$ cat src/rtl/at_hazard_unit_pkg.sv
// Shared record type and helpers for the Tuse/Tnew hazard tracker.
// Optional MDU busy tracking is enabled elsewhere with AT_MDU_BUSY_EN.
package at_pkg;

   localparam int AT_AW = 5;
   localparam int AT_DW = 32;
   localparam int AT_TW = 2;

   // One in-flight destination: which register, cycles until ready, value if ready.
   typedef struct packed {
      logic [AT_AW-1:0] addr;
      logic [AT_TW-1:0] tnew;
      logic [AT_DW-1:0] val;
   } rec_t;

   function automatic logic [AT_TW-1:0] sat_dec(input logic [AT_TW-1:0] t);
      return (t == '0) ? '0 : t - 1'b1;
   endfunction

endpackage

$ cat src/rtl/at_hazard_unit_if.sv
// Decode-side hazard bus between the pipeline (master) and the hazard unit (slave).
// AT_MDU_BUSY_EN adds the multiply/divide busy handshake signals.
interface at_hazard_unit_if
   import at_pkg::*;
#(
   parameter int NSTAGE = 3,
   parameter int NRD    = 2,
   parameter int AW     = AT_AW,
   parameter int DW     = AT_DW,
   parameter int TW     = AT_TW
);
   logic [NRD*AW-1:0]    rd_addr;
   logic [NRD*TW-1:0]    rd_tuse;
   logic [NRD*DW-1:0]    rd_grf;
   logic [AW-1:0]        wr_addr;
   logic [TW-1:0]        wr_tnew;
   logic [DW-1:0]        wr_val;
   logic [NSTAGE-1:0]    st_res_vld;
   logic [NSTAGE*DW-1:0] st_res;
   logic                 stall;
   logic [NRD*DW-1:0]    rd_fwd;
   logic [31:0]          stall_cnt;
`ifdef AT_MDU_BUSY_EN
   logic                 md_start;
   logic [3:0]           md_lat;
   logic                 md_use;
`endif

   modport master (
`ifdef AT_MDU_BUSY_EN
      output md_start, md_lat, md_use,
`endif
      output rd_addr, rd_tuse, rd_grf, wr_addr, wr_tnew, wr_val, st_res_vld, st_res,
      input  stall, rd_fwd, stall_cnt
   );

   modport slave (
`ifdef AT_MDU_BUSY_EN
      input  md_start, md_lat, md_use,
`endif
      input  rd_addr, rd_tuse, rd_grf, wr_addr, wr_tnew, wr_val, st_res_vld, st_res,
      output stall, rd_fwd, stall_cnt
   );

endinterface

$ cat src/rtl/at_hazard_unit_match.sv
// Per-read-port priority search over the stage records (youngest stage wins).
module at_match #(
   parameter int NSTAGE = 3,
   parameter int AW     = 5,
   parameter int DW     = 32,
   parameter int TW     = 2,
   parameter int IW     = 2
) (
   input  logic [AW-1:0]        rdAddr,
   input  logic [TW-1:0]        rdTuse,
   input  logic [DW-1:0]        rdGrf,
   input  logic [NSTAGE*AW-1:0] recAddr,
   input  logic [NSTAGE*TW-1:0] recTnew,
   input  logic [NSTAGE*DW-1:0] effVal,
   output logic                 hit,
   output logic [IW-1:0]        hitIdx,
   output logic                 stallP,
   output logic [DW-1:0]        fwdVal
);

   always_comb begin
      hit    = 1'b0;
      hitIdx = '0;
      // Scan oldest to youngest so the youngest match is the one left standing.
      for (int k = NSTAGE - 1; k >= 0; k--) begin
         if (rdAddr != '0 && recAddr[k*AW +: AW] == rdAddr) begin
            hit    = 1'b1;
            hitIdx = IW'(k);
         end
      end
      fwdVal = hit ? effVal[hitIdx*DW +: DW] : rdGrf;
      stallP = hit && (rdTuse < recTnew[hitIdx*TW +: TW]);
   end

endmodule

$ cat src/rtl/at_hazard_unit.sv
// Tuse/Tnew hazard tracker and operand forwarding beside the decode stage.
// Define AT_MDU_BUSY_EN to add the MDU busy counter and its stall term.
module at_hazard_unit
   import at_pkg::*;
#(
   parameter int NSTAGE = 3,
   parameter int NRD    = 2,
   parameter int AW     = AT_AW,
   parameter int DW     = AT_DW,
   parameter int TW     = AT_TW
) (
   input logic        clk,
   input logic        reset_n,
   at_hazard_unit_if.slave hz
);

   localparam int IW = (NSTAGE > 1) ? $clog2(NSTAGE) : 1;

   rec_t                 rec_reg [NSTAGE];
   logic [31:0]          stallCnt_reg;
   logic [NSTAGE*AW-1:0] recAddr;
   logic [NSTAGE*TW-1:0] recTnew;
   logic [NSTAGE*DW-1:0] effVal;
   logic [NRD-1:0]       hit;
   logic [NRD-1:0]       stallP;
   logic [IW-1:0]        hitIdx [NRD];
   logic [DW-1:0]        fwdVal [NRD];
   logic [NRD*DW-1:0]    rdFwd;
   logic                 stall;

   generate
      for (genvar gi = 0; gi < NSTAGE; gi++) begin : g_stage
         assign recAddr[gi*AW +: AW] = rec_reg[gi].addr;
         assign recTnew[gi*TW +: TW] = rec_reg[gi].tnew;
         // A result produced this cycle beats the stored value, both for forwarding and the next hop.
         assign effVal[gi*DW +: DW]  = hz.st_res_vld[gi] ? hz.st_res[gi*DW +: DW] : rec_reg[gi].val;
      end

      for (genvar gi = 0; gi < NRD; gi++) begin : g_port
         at_match #(
            .NSTAGE(NSTAGE), .AW(AW), .DW(DW), .TW(TW), .IW(IW)
         ) u_match (
            .rdAddr (hz.rd_addr[gi*AW +: AW]),
            .rdTuse (hz.rd_tuse[gi*TW +: TW]),
            .rdGrf  (hz.rd_grf[gi*DW +: DW]),
            .recAddr(recAddr),
            .recTnew(recTnew),
            .effVal (effVal),
            .hit    (hit[gi]),
            .hitIdx (hitIdx[gi]),
            .stallP (stallP[gi]),
            .fwdVal (fwdVal[gi])
         );
         assign rdFwd[gi*DW +: DW] = (hit[gi] && recTnew[hitIdx[gi]*TW +: TW] == '0)
                                     ? fwdVal[gi] : hz.rd_grf[gi*DW +: DW];
      end
   endgenerate

`ifdef AT_MDU_BUSY_EN
   logic [3:0] mdCnt_reg;
   logic       mdBusy;

   always_ff @(posedge clk or negedge reset_n) begin
      if (!reset_n) begin
         mdCnt_reg <= '0;
      end else if (hz.md_start) begin
         mdCnt_reg <= hz.md_lat;
      end else if (mdCnt_reg != '0) begin
         mdCnt_reg <= mdCnt_reg - 4'd1;
      end
   end

   assign mdBusy = (mdCnt_reg != '0) || hz.md_start;
   assign stall  = (|stallP) || (hz.md_use && mdBusy);
`else
   assign stall  = |stallP;
`endif

   // Only the decode entry takes the bubble; the post-decode records always advance.
   always_ff @(posedge clk or negedge reset_n) begin
      if (!reset_n) begin
         for (int k = 0; k < NSTAGE; k++) begin
            rec_reg[k] <= '0;
         end
         stallCnt_reg <= '0;
      end else begin
         if (stall) begin
            rec_reg[0] <= '0;
         end else begin
            rec_reg[0] <= '{addr: hz.wr_addr, tnew: hz.wr_tnew, val: hz.wr_val};
         end
         for (int k = 1; k < NSTAGE; k++) begin
            rec_reg[k] <= '{addr: rec_reg[k-1].addr,
                            tnew: sat_dec(rec_reg[k-1].tnew),
                            val:  effVal[(k-1)*DW +: DW]};
         end
         if (stall && stallCnt_reg != 32'hFFFF_FFFF) begin
            stallCnt_reg <= stallCnt_reg + 32'd1;
         end
      end
   end

   assign hz.stall     = stall;
   assign hz.rd_fwd    = rdFwd;
   assign hz.stall_cnt = stallCnt_reg;

endmodule
$ cat src/flat_wrapper.sv
// flat-port wrapper written by rule: the top's interface ports become plain ports
module at_hazard_unit_flat import at_pkg::*;
#(
   parameter int NSTAGE = 3,
   parameter int NRD    = 2,
   parameter int AW     = AT_AW,
   parameter int DW     = AT_DW,
   parameter int TW     = AT_TW
)
  (clk, reset_n, hz_rd_addr, hz_rd_tuse, hz_rd_grf, hz_wr_addr, hz_wr_tnew, hz_wr_val, hz_st_res_vld, hz_st_res, hz_stall, hz_rd_fwd, hz_stall_cnt);
  at_hazard_unit_if #(.NSTAGE(NSTAGE), .NRD(NRD), .AW(AW), .DW(DW), .TW(TW)) hz_i ();
  input logic clk;
  input logic reset_n;
  input wire logic [$bits(hz_i.rd_addr)-1:0] hz_rd_addr;
  input wire logic [$bits(hz_i.rd_tuse)-1:0] hz_rd_tuse;
  input wire logic [$bits(hz_i.rd_grf)-1:0] hz_rd_grf;
  input wire logic [$bits(hz_i.wr_addr)-1:0] hz_wr_addr;
  input wire logic [$bits(hz_i.wr_tnew)-1:0] hz_wr_tnew;
  input wire logic [$bits(hz_i.wr_val)-1:0] hz_wr_val;
  input wire logic [$bits(hz_i.st_res_vld)-1:0] hz_st_res_vld;
  input wire logic [$bits(hz_i.st_res)-1:0] hz_st_res;
  output wire logic [$bits(hz_i.stall)-1:0] hz_stall;
  output wire logic [$bits(hz_i.rd_fwd)-1:0] hz_rd_fwd;
  output wire logic [$bits(hz_i.stall_cnt)-1:0] hz_stall_cnt;
  assign hz_i.rd_addr = hz_rd_addr;
  assign hz_i.rd_tuse = hz_rd_tuse;
  assign hz_i.rd_grf = hz_rd_grf;
  assign hz_i.wr_addr = hz_wr_addr;
  assign hz_i.wr_tnew = hz_wr_tnew;
  assign hz_i.wr_val = hz_wr_val;
  assign hz_i.st_res_vld = hz_st_res_vld;
  assign hz_i.st_res = hz_st_res;
  assign hz_stall = hz_i.stall;
  assign hz_rd_fwd = hz_i.rd_fwd;
  assign hz_stall_cnt = hz_i.stall_cnt;
  at_hazard_unit #(.NSTAGE(NSTAGE), .NRD(NRD), .AW(AW), .DW(DW), .TW(TW)) u_core (.clk(clk), .reset_n(reset_n), .hz(hz_i));
endmodule
$ cat config.mk
export PLATFORM = sky130hd
export DESIGN_NAME = at_hazard_unit_flat
export DESIGN_NICKNAME = d
export VERILOG_FILES = /design/src/rtl/at_hazard_unit_pkg.sv /design/src/rtl/at_hazard_unit_if.sv /design/src/rtl/at_hazard_unit_match.sv /design/src/rtl/at_hazard_unit.sv /design/src/flat_wrapper.sv
export SDC_FILE = /design/constraint.sdc
export NUM_CORES = 1
export LEC_CHECK = 0
export BUFFER_PORTS_ARGS = -buffer_cell sky130_fd_sc_hd__buf_2
export CORE_MARGIN = 3
export CORE_UTILIZATION = 46
export DETAILED_ROUTE_END_ITERATION = 8
export GPL_TIMING_DRIVEN = 0
export HOLD_SLACK_MARGIN = 0.06
export MAX_ROUTING_LAYER = met4
export PLACE_DENSITY = 0.76
export RECOVER_POWER = 50
export SLEW_MARGIN = 20
export SYNTH_ARGS = -nofsm -noshare
export SYNTH_HDL_FRONTEND = slang
export SYNTH_SLANG_ARGS = --single-unit
$ cat constraint.sdc
create_clock -name clk -period 3.05 [get_ports clk]
set_clock_uncertainty 0.2 [all_clocks]
set_input_delay 0.1525 -clock clk [delete_from_list [all_inputs] [get_ports clk]]
set_output_delay 0.1525 -clock clk [all_outputs]
set_load 0.05 [all_outputs]
* Yosys cells after proc, flatten, opt, wreduce, memory -nomap -nowiden
Index checks and enable logic that the tools add are counted.
Word-level totals: flip-flop bits (word level) 149, output and inout port bits 97, input bits 218
Operators by class: reduce and logical (&&, ||, !) cells 18, add/sub/neg operators 3, order comparisons 2, shift operators 4, mux-type cells 22, equal/unequal tests 7
Operators with widths (number):
- two-way mux 32 bit | 7
- variable part select 96 x 8 -> 32 bit | 2
- two-way mux 39 bit | 1
- adder 32 x 1 -> 32 bit, second input constant | 1
- != test 32 bit, second input constant | 1
- == test 5 bit | 6
- two-way mux 2 bit | 8
- variable part select 6 x 4 -> 2 bit | 2
- logical AND 1 bit | 11
- nonzero test 5 bit | 2
- zero test 2 bit | 4
- two-way mux 1 bit | 6
- less-than comparator 2 bit | 2
- subtractor 2 x 1 -> 2 bit, second input constant | 2
- OR reduction 2 bit | 1

* Logic depth before layout (Yosys ltp)
Gate-level depths: netlist of run 1.
depth in word-level cells 10, depth in mapped cells 14, depth with buffers taken out 12

* Modules after synthesis
From an unflattened synthesis of run 1, not the netlist that was laid out.
Second synthesis, totals: cell total of the unflattened synthesis 988, area, all modules 9788.1 sq um
By module, submodules not included:
- at_hazard_unit | area an instance 6702.7 sq um, instances 1, cells an instance 502
- at_match | area an instance 1542.7 sq um, instances 2, cells an instance 243

* Least setup slack after synthesis of run 1
Ideal clock, no wire load.
path type reg-to-output, from reg u_core.rec_reg (netlist bit u_core.recAddr[6]), to out hz_stall, arrival time 2.933 ns, setup slack -0.235 ns, stages on the path, launching flop included 15, cell sequence dfrtp_1 > xnor2_1 > nand3_1 > nor4_1 > nand2_1 > mux2i_1 > nor2_1 > a21oi_1 > ha_1 > o311a_1 > o22a_1 > buf_6 > clkbuf_1 > clkbuf_1 > inv_1
On the way: cells in the longest elaborated chain, start to end 8, elaborated cells between the ends (all ways) 19, classes of those cells order compare: 2; eq/ne: 2; shift: 2; mux: 8; reduce/logical: 5
RTL lines:
- start: declaration | line at_hazard_unit.sv:19 | rec_t rec_reg [NSTAGE];
- start signal: indexed assignment | line at_hazard_unit.sv:93 | rec_reg[k] <= '{addr: rec_reg[k-1].addr,
- == test 5 bit | line at_hazard_unit_match.sv:26 | if (rdAddr != '0 && recAddr[k*AW +: AW] == rdAddr) begin
- logical AND 1 bit | line at_hazard_unit_match.sv:26
- two-way mux 2 bit (2 in a row) | line at_hazard_unit_match.sv:26
- variable part select 6 x 4 -> 2 bit | line at_hazard_unit_match.sv:32 | stallP = hit && (rdTuse < recTnew[hitIdx*TW +: TW]);
- less-than comparator 2 bit | line at_hazard_unit_match.sv:32
- logical AND 1 bit | line at_hazard_unit_match.sv:32
- OR reduction 2 bit (*) | line at_hazard_unit.sv:76 | assign stall = |stallP;
- end: declaration | line flat_wrapper.sv:22 | output wire logic [$bits(hz_i.stall)-1:0] hz_stall;
Mark *: on every way between the ends. The rest lies on a longest branch, timed or not.

* Worst setup path in the final report of run 1
from reg u_core.rec_reg (netlist bit u_core.recAddr[14]), to out hz_stall
On the way: cells in the longest elaborated chain, start to end 9, elaborated cells between the ends (all ways) 23, classes of those cells order compare: 2; eq/ne: 2; shift: 2; mux: 12; reduce/logical: 5
RTL lines (line):
- == test 5 bit | at_hazard_unit_match.sv:26
- logical AND 1 bit | at_hazard_unit_match.sv:26
- two-way mux 2 bit (3 in a row) | at_hazard_unit_match.sv:26
- variable part select 6 x 4 -> 2 bit | at_hazard_unit_match.sv:32
- less-than comparator 2 bit | at_hazard_unit_match.sv:32
- logical AND 1 bit | at_hazard_unit_match.sv:32
- OR reduction 2 bit (*) | at_hazard_unit.sv:76
Marked as above.

==> results of run 1 <==
through the flow:
step | worst slack, ns | area [µm²] | setup TNS (ns) | utilization (%) | cells
finish | -0.690 | 14900 | -72.22 | 81.6 | 1653
global route | -0.796 | 14900 | -82.72 | 81.6 | 1650
CTS | -0.549 | 14400 | -51.43 | 79.2 | 1640
detailed placement | -0.862 | 10600 | -84.52 | 58.2 | 1459
global placement | -0.847 | 10600 | -171.53 | 58.0 | 1458
floorplan | -0.0384 | 8710 | -0.656 | - | 918
Yosys cell counts, types with 2 or more instances:
cell type / instances
a211oi_2: 2
a21boi_1: 2
a21o_1: 4
a21oi_1: 127
and2_1: 41
and3_1: 10
buf_1: 16
buf_2: 6
buf_6: 2
clkbuf_1: 32
dfrtp_1: 149
ha_1: 3
inv_1: 68
mux2_2: 65
mux2i_1: 103
nand2_1: 24
nand3_1: 15
nand3b_1: 2
nand4_1: 2
nor2_1: 136
nor2b_1: 2
nor3_1: 16
nor4_1: 5
nor4_2: 9
nor4b_1: 2
o311a_1: 2
or3_1: 4
or4_1: 4
xnor2_1: 16
xor2_1: 45
cell type report:
type / instances / area (µm²) / share of cell area (%)
Multi-Input combinational cell: 645 / 5320 / 35.8
Timing Repair Buffer: 472 / 4100 / 27.6
Sequential cell: 149 / 3730 / 25.1
Buffer: 53 / 591 / 3.97
Clock buffer: 18 / 429 / 2.89
Tap cell: 229 / 287 / 1.93
Inverter: 68 / 268 / 1.80
Clock inverter: 13 / 126 / 0.850
Antenna cell: 6 / 15.0 / 0.101
layer usage:
metal	vias up	wire [µm]
li1	4066	-
met1	4701	13900
met2	844	20100
met3	298	4020
met4	0	3190
met5	-	0
worst min-delay path by stage:
stage                            startpoint  depth (start not counted)  slack (ns)                endpoint
after floorplan                     reset_n                          0       -0.34  u_core.hz.stall_cnt[0]
after global placement        hz_wr_val[14]                          2        0.16      u_core.rec_reg[92]
after detailed placement            reset_n                          1       -0.08     u_core.rec_reg[106]
after CTS                           reset_n                          2        0.08     u_core.rec_reg[106]
after global routing      u_core.recAddr[9]                          0        0.25      u_core.recAddr[14]
final                     u_core.recAddr[5]                          0        0.24      u_core.recAddr[10]
repair_timing:
item,4_1_cts,5_1_grt
endpoints found under the hold margin,252,0
gates cloned,9,3
hold buffers,108,0
resized for setup,428,117
setup endpoints to repair,136,136
setup buffers,33,10
pin swaps,43,59
report_power, final:
part           internal, W  switching (W)
registers          0.00220       0.000144
clock network      0.00113       0.000935
logic              0.00133        0.00162
critical path, cell delays in order, from the launching register on:
cell       delay [ns]
dfrtp_1          0.39
buf_6            0.13
xnor2_2          0.14
nand3_1          0.10
or4_4            0.56
a211oi_4         0.29
buf_6            0.15
a21oi_4          0.05
ha_1             0.28
o311a_1          0.13
o22a_4           0.27
clkbuf_16        0.16
clkbuf_16        0.15
clkinv_8         0.04
buf_12           0.12
cell families after synthesis:
family          after synthesis
compound gates              138
xor+xnor                     61
fa+ha+maj                     3
buf+inv                     124
flops                       149
mux                         168
simple gates                275
==> run summary, run 1 <==
post-synth cell types: 34
synthesized-area fraction occupied by adder cells: 0.434%
final slew viol count: 65
# setup viols final: 136
Slew headroom: -8.50%
number of global-route vias before repair: 10.4k
Top FF cell, synth: dfrtp_1
crit path time final: 3.74 ns
Top Usage Layer GRT: met2
Routed WL per cell: 24.9 µm
status: finished, violations left
Reg2Reg Setup Slack: -0.62 ns
Setup crit end: hz_stall
commonest non-fill, non-tap cells in the layout: 248 x buf_2, 149 x dfrtp_1, 131 x nor2_1
Rows: 49
Mapped Area: 8640 µm²
period utilisation layout: 123%
initial core utilization: 47.5%
Filler cells: 922
Mapped Nets: 1139
largest net degree at the start of global routing: 87
grt ovf: 0
Syn-to-layout area delta: 72.0%
first-pass GRT wire length: 58000 µm
drc violations: 0
max_cap viols: 1
worst-skew pair later-pin latency: 0.44 ns
Hold Violations, Final: 0
Avg Vias per Cell: 5.99
M3 GR Usage: 11.3%
failing checks: max-capacitance violations, max-slew violations, negative setup slack
Post-Synth XOR/XNOR Area: 6.18%
post-synthesis compound-gate area fraction: 8.50%
nets: 1627
startpoint types: flop
max FFs per register: 96
GR met1 Demand/Resource: 42.1%
critical path required time: 2.70 ns
crit path DAT: 3.39 ns
Die Y: 143 µm
Yosys warnings: 0
Die Footprint: 20500 µm²
Critical Path End Type: output pin
Syn Inst Count: 918
final WL: 41200 µm
Tot Pwr: 0.00735 W
Max FO, Critical Path: 3
Die X-Extent: 143 µm
Post-Syn Area per Cell: 9.41 µm²
WS Path Type: flop to output pin
Post-synth EDFFs: 0
drt first pass iters: 6
share of cells above drive strength 1: 42.7%
maximum clock frequency: 267 MHz
initial antenna violation count: 3
io pins: 315
Hold Slack: 0.241 ns
Seq/Total Area, Yosys: 43.1%
Synth area leaders: dfrtp_1 43%, mux2i_1 12%, mux2_2 8.5%
global placement routability congestion: 0.894
HP Class: flop to flop
DR vias: 9909
main combinational cell family by area after synthesis: multiplexers
CP startpoint: u_core.recAddr[14]
PD cells: 495 nW/µm²
CTS sink cnt: 149
number of cells on the worst reg-to-reg path: 16
worst IR drop on VDD: 0.526 mV
IO buf count: 311
GRT Util Overall: 38.8%
GR Util met2: 61.8%
most common cell after layout, fill and taps aside: buf_2
clock buffer depth: 2
Worst R2R End: u_core.hz.stall_cnt[2]
post-synthesis simple-gate area fraction: 15.7%
Worst-Margin Slew: 1.63 ns
CTS clk-pin slew, worst paths: 0.06 ns
Pleak: 7.55 nW
multiplexer share of the synthesized area: 20.4%
Synth area leader: dfrtp_1
core area: 18200 µm²
total CTS buffers: 17
1st-iter DRT viols: 999
H-tree depth: 4
post-DP HPWL: 21300 µm
fin worst setup slack: -0.690 ns
Critical R2R Launch: u_core.recAddr[14]
RSZ-0062 raised after global routing: true
Async SR Flop Fraction: 100%
flip-flop and latch count after synthesis: 149
CTS Root Cell: clkbuf_16
TritonCTS clock tree: built
Synth top area share: 43.1%
Detail Route Antenna Nets: 0
Note: power is estimated with default switching activity, not from simulation.
==> inputs of run 2 (changes only) <==
--- a/config.mk
+++ b/config.mk
@@ -7,7 +7,7 @@
 export LEC_CHECK = 0
 export BUFFER_PORTS_ARGS = -buffer_cell sky130_fd_sc_hd__buf_2
 export CORE_MARGIN = 3
-export CORE_UTILIZATION = 46
+export CORE_UTILIZATION = 47
 export DETAILED_ROUTE_END_ITERATION = 8
 export GPL_TIMING_DRIVEN = 0
 export HOLD_SLACK_MARGIN = 0.06
@@ -17,4 +17,5 @@
 export SLEW_MARGIN = 20
 export SYNTH_ARGS = -nofsm -noshare
 export SYNTH_HDL_FRONTEND = slang
+export SYNTH_HIERARCHICAL = 1
 export SYNTH_SLANG_ARGS = --single-unit
==> run 2 against run 1 <==
Power shrank 2.7%. The run still ends with max-capacitance violations, max-slew violations, negative setup slack left. Hold slack lost 0.12 ns. Combinational power shrank 13%. Synthesized area grew 13%. Cell area shrank 0.54%. Global-route usage shrank 2.1 points. Critical path type is now flop to flop. Highest routed layer unchanged.
==> run summary, run 2 <==
status: finished, violations left
failing checks: max-capacitance violations, max-slew violations, negative setup slack
area of the multi-input gates: 6100 µm² (+15%)
initial core utilization: 48.1% (+0.60 points)
worst IR drop on VDD: 0.433 mV (-18%)
RSZ-0062 raised after global routing: true
Slew headroom: -13.2% (-4.7 points)
clock buffer depth: 2 (unchanged)
most numerous cell in the Yosys netlist: mux2_2
largest net degree at the start of global routing: 87 (unchanged)
most common cell after layout, fill and taps aside: buf_2
CTS sink cnt: 149 (unchanged)
GRT Util Overall: 36.7% (-2.1 points)
Tot Pwr: 0.00715 W (-2.7%)
Synth area leaders: dfrtp_1 38%, mux2_2 18%, a221oi_1 5.9%
Seq/Total Area, Yosys: 38.1% (-5.1 points)
setup_tns: -45.93 ns (+26.28 ns)
share of cells above drive strength 1: 44.1% (+1.4 points)
period utilisation layout: 118% (-4.4 points)
initial antenna violation count: 6 (+3)
nets: 1684 (+3.5%)
Pleak: 6.77 nW (-10%)
H-tree depth: 4 (unchanged)
grt ovf: 0 (unchanged)
Worst-Margin Slew: 1.70 ns (+0.0708 ns)
1st-iter DRT viols: 1422 (+42%)
Post-Syn Area per Cell: 9.91 µm² (+5.2%)
Synth top cells by count: 160 x mux2_2, 149 x dfrtp_1, 78 x nand3_1
drc violations: 0 (unchanged)
Die X-Extent: 150 µm (+5.1%)
Mapped Area: 9790 µm² (+13%)
# setup viols final: 136 (unchanged)
maximum clock frequency: 277 MHz (+3.7%)
Syn Inst Count: 988 (+7.6%)
post-DP HPWL: 27300 µm (+28%)
Syn-to-layout area delta: 51.0%
PD cells: 484 nW/µm² (-2.2%)
max_cap viols: 1 (unchanged)
flip-flop and latch count after synthesis: 149 (unchanged)
Async SR Flop Fraction: 100% (unchanged)
Die Footprint: 22600 µm² (+10%)
Mapped Nets: 1209 (+6.1%)
post-synth cell types: 47 (+38%)
worst-skew pair later-pin latency: 0.42 ns (-0.02 ns)
fin worst setup slack: -0.556 ns (+0.135 ns)
Rows: 52 (+6.1%)
Post-synth EDFFs: 0 (unchanged)
final WL: 41800 µm (+1.6%)
io pins: 315 (unchanged)
DR vias: 11.0k (+11%)
register area: 3730 µm² (unchanged)
final slew viol count: 65 (unchanged)
commonest non-fill, non-tap cells in the layout: 296 x buf_2, 149 x dfrtp_1, 115 x mux2_2
first-pass GRT wire length: 62100 µm (+7.1%)
Filler cells: 1398 (+52%)
CTS clk-pin slew, worst paths: 0.06 ns (about the same)
max FFs per register: 96 (unchanged)
CTS Root Cell: clkbuf_16
Yosys warnings: 6 (+6)
core area: 20400 µm² (+12%)
HP Class: input pin to flop
Max FO, Critical Path: 7 (+4)
Die Y: 150 µm (+5.1%)
crit path time final: 3.61 ns (-0.135 ns)
startpoint types: flop
Synth area leader: dfrtp_1
Top FF cell, synth: dfrtp_1
Detail Route Antenna Nets: 0 (unchanged)
Synth top area share: 38.1% (-5.1 points)
drt first pass iters: 7 (+1)
IO buf count: 311 (unchanged)
global placement routability congestion: 0.953 (+6.7%)
Avg Vias per Cell: 6.26 (+4.4%)
Critical Path End Type: flop
TritonCTS clock tree: built
Hold Violations, Final: 0 (unchanged)
crit path DAT: 3.71 ns (+0.32 ns)
WS Path Type: flop to flop
number of global-route vias before repair: 11.2k (+7.2%)
critical path required time: 3.16 ns (+0.46 ns)
Routed WL per cell: 23.9 µm (-4.2%)
total CTS buffers: 17 (unchanged)
Hold Slack: 0.125 ns (-0.116 ns)
-- run 2: cell types whose count changed in the layout (fill, tap and decap cells not counted), sizes merged, moves of 65 or more --
cell / previous run / this run
nor2: 137 / 13
a21oi: 127 / 6
nand3: 15 / 80
a221oi: 0 / 66
o21ai: 0 / 69
mux2i: 103 / 0
mux2: 65 / 160
-- run 2: power by group --
part | total, W | switching (W) | internal, W
Clock | 0.00227 | 0.000872 | 0.00139
Combinational | 0.00258 | 0.00148 | 0.00109
Sequential | 0.00231 | 0.000128 | 0.00218
Total | 0.00715 | 0.00248 | 0.00467
-- run 2: critical path, cell delays in order, from the launching register on --
cell and delay [ns]:
dfrtp_1 0.41, xnor2_1 0.24, and3_1 0.27, and3_4 0.20
buf_6 0.13, a21boi_1 0.10, o31ai_4 0.24, ha_1 0.27
inv_2 0.06, a41oi_2 0.04, a221oi_2 0.29, nor2_2 0.12
bufinv_8 0.22, o41a_1 0.26, buf_4 0.18, nand2_1 0.08
xnor2_1 0.17
-- run 2: cells by family (layout without fill, tap and decap cells) --
group | Yosys count | after routing | synth area share (%)
compound gates | 226 | 226 | 16.1
xor+xnor | 59 | 59 | 5.28
fa+ha+maj | 3 | 3 | 0.384
buf+inv | 100 | 588 | 4.54
flops | 149 | 149 | 38.1
mux | 160 | 160 | 18.4
other cells | 0 | 7 | 0
simple gates | 291 | 291 | 17.2
-- run 2: layer usage --
metal  part of all wire (%)  vias up  GRT usage (%)
met2                     47      906           58.3
met1                     36     5142           43.2
met5                      0        -              -
met4                    5.4        0           18.8
met3                     12      221           9.45
li1                       -     4702              -
-- run 2: repair_timing --
item / in CTS / in global routing
endpoints found under the setup margin: 136 / 136
gates resized for setup: 191 / 59
hold endpoints to repair: 252 / 0
gates cloned: 5 / 1
hold buffers: 106 / 0
pin swaps: 30 / 28
setup buffers: 25 / 11
-- run 2: area by class of cell --
type,count,share of cell area (%)
flip-flops and latches,149,25.2
inverters,8,0.296
repair buffers,459,22.9
clock buffers,20,3.02
clock inverters,12,1.19
diodes,7,0.119
multi-input cells,739,41.3
plain buffers,89,3.74
well taps,270,2.29
-- run 2: per-stage QoR --
| step | setup slack [ns] | util (%) | cells | area, µm² |
|---|---|---|---|---|
| 2_1_floorplan | -0.415 | - | 988 | 9910 |
| 3_3_place_gp | -1.18 | 58.0 | 1569 | 11800 |
| 3_5_place_dp | -1.13 | 58.1 | 1570 | 11800 |
| 4_1_cts | -0.416 | 71.2 | 1736 | 14500 |
| 5_1_grt | -0.720 | 72.6 | 1752 | 14800 |
| 6_report | -0.556 | 72.6 | 1753 | 14800 |
-- run 2: path summary, 6_finish.rpt --
kind / to / from / cells past startpoint / slack [ns]
worst max-delay path: u_core/hz.stall_cnt[12] / u_core/recAddr[6] / 16 / -0.56
worst min-delay path: u_core/rec_reg[70] / hz_st_res_vld[0] / 2 / 0.12
worst max register to register: u_core/hz.stall_cnt[12] / u_core/recAddr[6] / 16 / -0.56
worst min register to register: u_core/recAddr[9] / u_core/recAddr[4] / 0 / 0.23
max in group asynchronous: u_core/recTnew[2] / reset_n / 3 / 0.60
min in group asynchronous: u_core/rec_reg[65] / reset_n / 2 / 0.48
==> inputs of run 3 (changes only) <==
--- a/config.mk
+++ b/config.mk
@@ -12,7 +12,7 @@
 export GPL_TIMING_DRIVEN = 0
 export HOLD_SLACK_MARGIN = 0.06
 export MAX_ROUTING_LAYER = met4
-export PLACE_DENSITY = 0.76
+export PLACE_DENSITY_LB_ADDON = 0.12
 export RECOVER_POWER = 50
 export SLEW_MARGIN = 20
 export SYNTH_ARGS = -nofsm -noshare
==> run 3 against run 2 <==
The flow still finishes with violations (max-capacitance violations, max-slew violations, negative setup slack). Register-to-register slack better by 0.06 ns. Combinational power is 7% higher. Clock-buffer cell count unchanged. Critical endpoint is now hz_rd_fwd[53]. Largest cell class unchanged. Highest routed layer unchanged.
==> run summary, run 3 (synthesized netlist as in run 2, its figures left out) <==
final core utilization: 76.8% (+4.2 points)
Die X-Extent: 150 µm (unchanged)
first-pass GRT wire length: 62800 µm (+1.1%)
io pins: 315 (unchanged)
clock buffer depth: 2 (unchanged)
Buf/Inv on CP: 5 (+1)
# setup viols final: 136 (unchanged)
Critical R2R Launch: u_core/recAddr[1]
Setup crit end: hz_rd_fwd[53]
register area: 3730 µm² (unchanged)
total CTS buffers: 17 (unchanged)
core area: 20400 µm² (unchanged)
DR vias: 11.0k (+0.23%)
Clock power frac: 32.9% (+1.2 points)
number of cells on the worst reg-to-reg path: 16 (unchanged)
final slew viol count: 65 (unchanged)
drc violations: 0 (unchanged)
IO buf count: 311 (unchanged)
Worst-Margin Slew: 1.75 ns (+0.0537 ns)
1st-iter DRT viols: 1458 (+2.5%)
TritonCTS clock tree: built
initial antenna violation count: 10 (+4)
fin worst setup slack: -0.557 ns (-0.000872 ns)
area of the multi-input gates: 6330 µm² (+3.8%)
crit path DAT: 3.25 ns (-0.46 ns)
drt first pass iters: 6 (-1)
Syn-to-layout area delta: 59.7%
Rows: 52 (unchanged)
Die Y: 150 µm (unchanged)
Worst R2R End: u_core/hz.stall_cnt[12]
crit path time final: 3.61 ns (+0.000872 ns)
worst path cell trace: xor2_1 -> nor2_4 -> a22o_1 -> buf_6 -> a21oi_4 -> nor3_2 -> a21oi_2 -> o21ai_1 -> and2_4 -> buf_12 -> buf_6 -> buf_16 -> mux2_4 -> buf_8
number of global-route vias before repair: 11.0k (-1.4%)
pre-CTS WS: -1.30 ns (-0.165 ns)
Most Frequent Cell on Critical Path: buf_6
critical path required time: 2.70 ns (-0.46 ns)
CTS sink cnt: 149 (unchanged)
P_int: 0.00499 W (+6.9%)
most common cell after layout, fill and taps aside: buf_2
post-DP HPWL: 26800 µm (-1.9%)
Hold Violations, Final: 0 (unchanged)
switching part of the total: 34.0% (-0.76 points)
GRT Util Overall: 37.2% (+0.45 points)
max_cap viols: 1 (unchanged)
CP top delay family: compound AO/OA/AOI/OAI gates
initial core utilization: 48.1% (unchanged)
Routed WL per cell: 24.0 µm (+0.74%)
grt ovf: 0 (unchanged)
startpoint types: flop
HP Class: input pin to flop
failing checks: max-capacitance violations, max-slew violations, negative setup slack
sequential share of power: 30.5% (-1.8 points)
crit-path max cell delay: 0.42 ns (about the same)
H-tree depth: 4 (unchanged)
Slew headroom: -16.8% (-3.6 points)
Die Footprint: 22600 µm² (unchanged)
cell area after layout: 15600 µm² (+5.7%)
Reg2Reg Setup Slack: -0.50 ns (+0.06 ns)
worst IR drop on VDD: 0.601 mV (+39%)
maximum clock frequency: 277 MHz (about the same)
Combinational Power Share: 36.6% (+0.6 points)
Avg Vias per Cell: 6.21 (-0.79%)
max FFs per register: 96 (unchanged)
Filler cells: 1331 (-4.8%)
nets: 1699 (+0.89%)
Max FO, Critical Path: 6 (-1)
PD cells: 484 nW/µm² (about the same)
WS Path Type: flop to output pin
worst-skew pair later-pin latency: 0.43 ns (about the same)
final WL: 42600 µm (+1.8%)
placed inst area: 11800 µm² (unchanged)
Detail Route Antenna Nets: 0 (unchanged)
RSZ-0062 raised after global routing: true
period utilisation layout: 118% (about the same)
CTS clk-pin slew, worst paths: 0.06 ns (about the same)
Slowest cell on crit path: dfrtp_1
share of cells above drive strength 1: 45.5% (+1.4 points)
status: finished, violations left
setup_tns: -51.01 ns (-5.08 ns)
Switch Pwr: 0.00257 W (+3.4%)
largest net degree at the start of global routing: 87 (unchanged)
CP startpoint: u_core/recAddr[1]
global placement routability congestion: 0.930 (-2.5%)
commonest non-fill, non-tap cells in the layout: 263 x buf_2, 149 x dfrtp_1, 107 x dlygate4sd3_1
Critical Path End Type: output pin
Pleak: 7.22 nW (+6.6%)
CTS Root Cell: clkbuf_16
WP depth: 14 (-2)
run 3: changes by cell type in the layout (fill, tap and decap cells not counted), sizes merged:
| cell | delta |
|---|---|
| dlygate4sd3 | +1 |
| clkbuf | +6 |
| buf | +8 |
| diode | +3 |
| clkinv | -2 |
| inv | +1 |
| bufinv | +1 |
run 3: worst min path at each step:
stage / start / to / slack [ns] / depth (start not counted)
after floorplan: reset_n / u_core/hz.stall_cnt[0] / -0.34 / 0
after global placement: hz_wr_val[14] / u_core/rec_reg[92] / 0.16 / 2
after detailed placement: reset_n / u_core/rec_reg[23] / -0.06 / 1
after CTS: reset_n / u_core/rec_reg[23] / 0.08 / 2
after global routing: hz_st_res_vld[0] / u_core/rec_reg[39] / 0.13 / 2
final: hz_st_res_vld[0] / u_core/rec_reg[39] / 0.13 / 2
run 3: power by group through the flow:
stage	Sequential (W)	Combinational [W]	Clock, W
after global placement	0.00232	0.00197	0
after CTS	0.00230	0.00262	0.00249
final	0.00231	0.00276	0.00249
after floorplan	0.00238	0.00128	0
after global routing	0.00233	0.00289	0.00258
after detailed placement	0.00233	0.00199	0
run 3: repair_timing:
item,in CTS,in global routing
endpoints found under the hold margin,252,0
pin swaps,44,16
resized for setup,387,39
setup endpoints to repair,136,136
cloned,9,0
hold buffers,107,0
buffers inserted,37,12
run 3: cell type report:
class	count	area share, %
Antenna cell	10	0.160
Buffer	89	3.75
Sequential cell	149	23.9
Timing Repair Buffer	474	25.0
Inverter	8	0.240
Multi-Input combinational cell	739	40.5
Clock buffer	20	2.92
Clock inverter	12	1.42
Tap cell	270	2.16
run 3: routing by layer:
| layer | track usage (%) | share of wire (%) | vias to the layer above |
|---|---|---|---|
| met2 | 58.9 | 48 | 877 |
| met4 | 15.9 | 4.5 | 0 |
| li1 | - | - | 4726 |
| met1 | 45.3 | 36 | 5220 |
| met5 | - | 0 | - |
| met3 | 9.33 | 11 | 173 |
run 3: worst register-to-register path, cell delays in order, from the launching register on:
cell      delay [ns]
dfrtp_1         0.42
xor2_1          0.29
nor2_4          0.11
a22o_1          0.26
buf_6           0.13
a21oi_4         0.25
o31ai_2         0.12
ha_1            0.29
inv_1           0.08
a41oi_2         0.05
a221oi_2        0.35
nor2_4          0.12
inv_8           0.09
o41a_1          0.23
buf_6           0.19
nand2_2         0.09
xnor2_2         0.17
run 3: metrics by stage:
stage	instances	total power, W	hold slack, ns
6_report	1771	0.00756	0.130
3_3_place_gp	1569	0.00430	0.159
2_1_floorplan	988	0.00366	-0.343
3_5_place_dp	1570	0.00432	-0.0581
5_1_grt	1771	0.00780	0.132
4_1_cts	1753	0.00740	0.0771
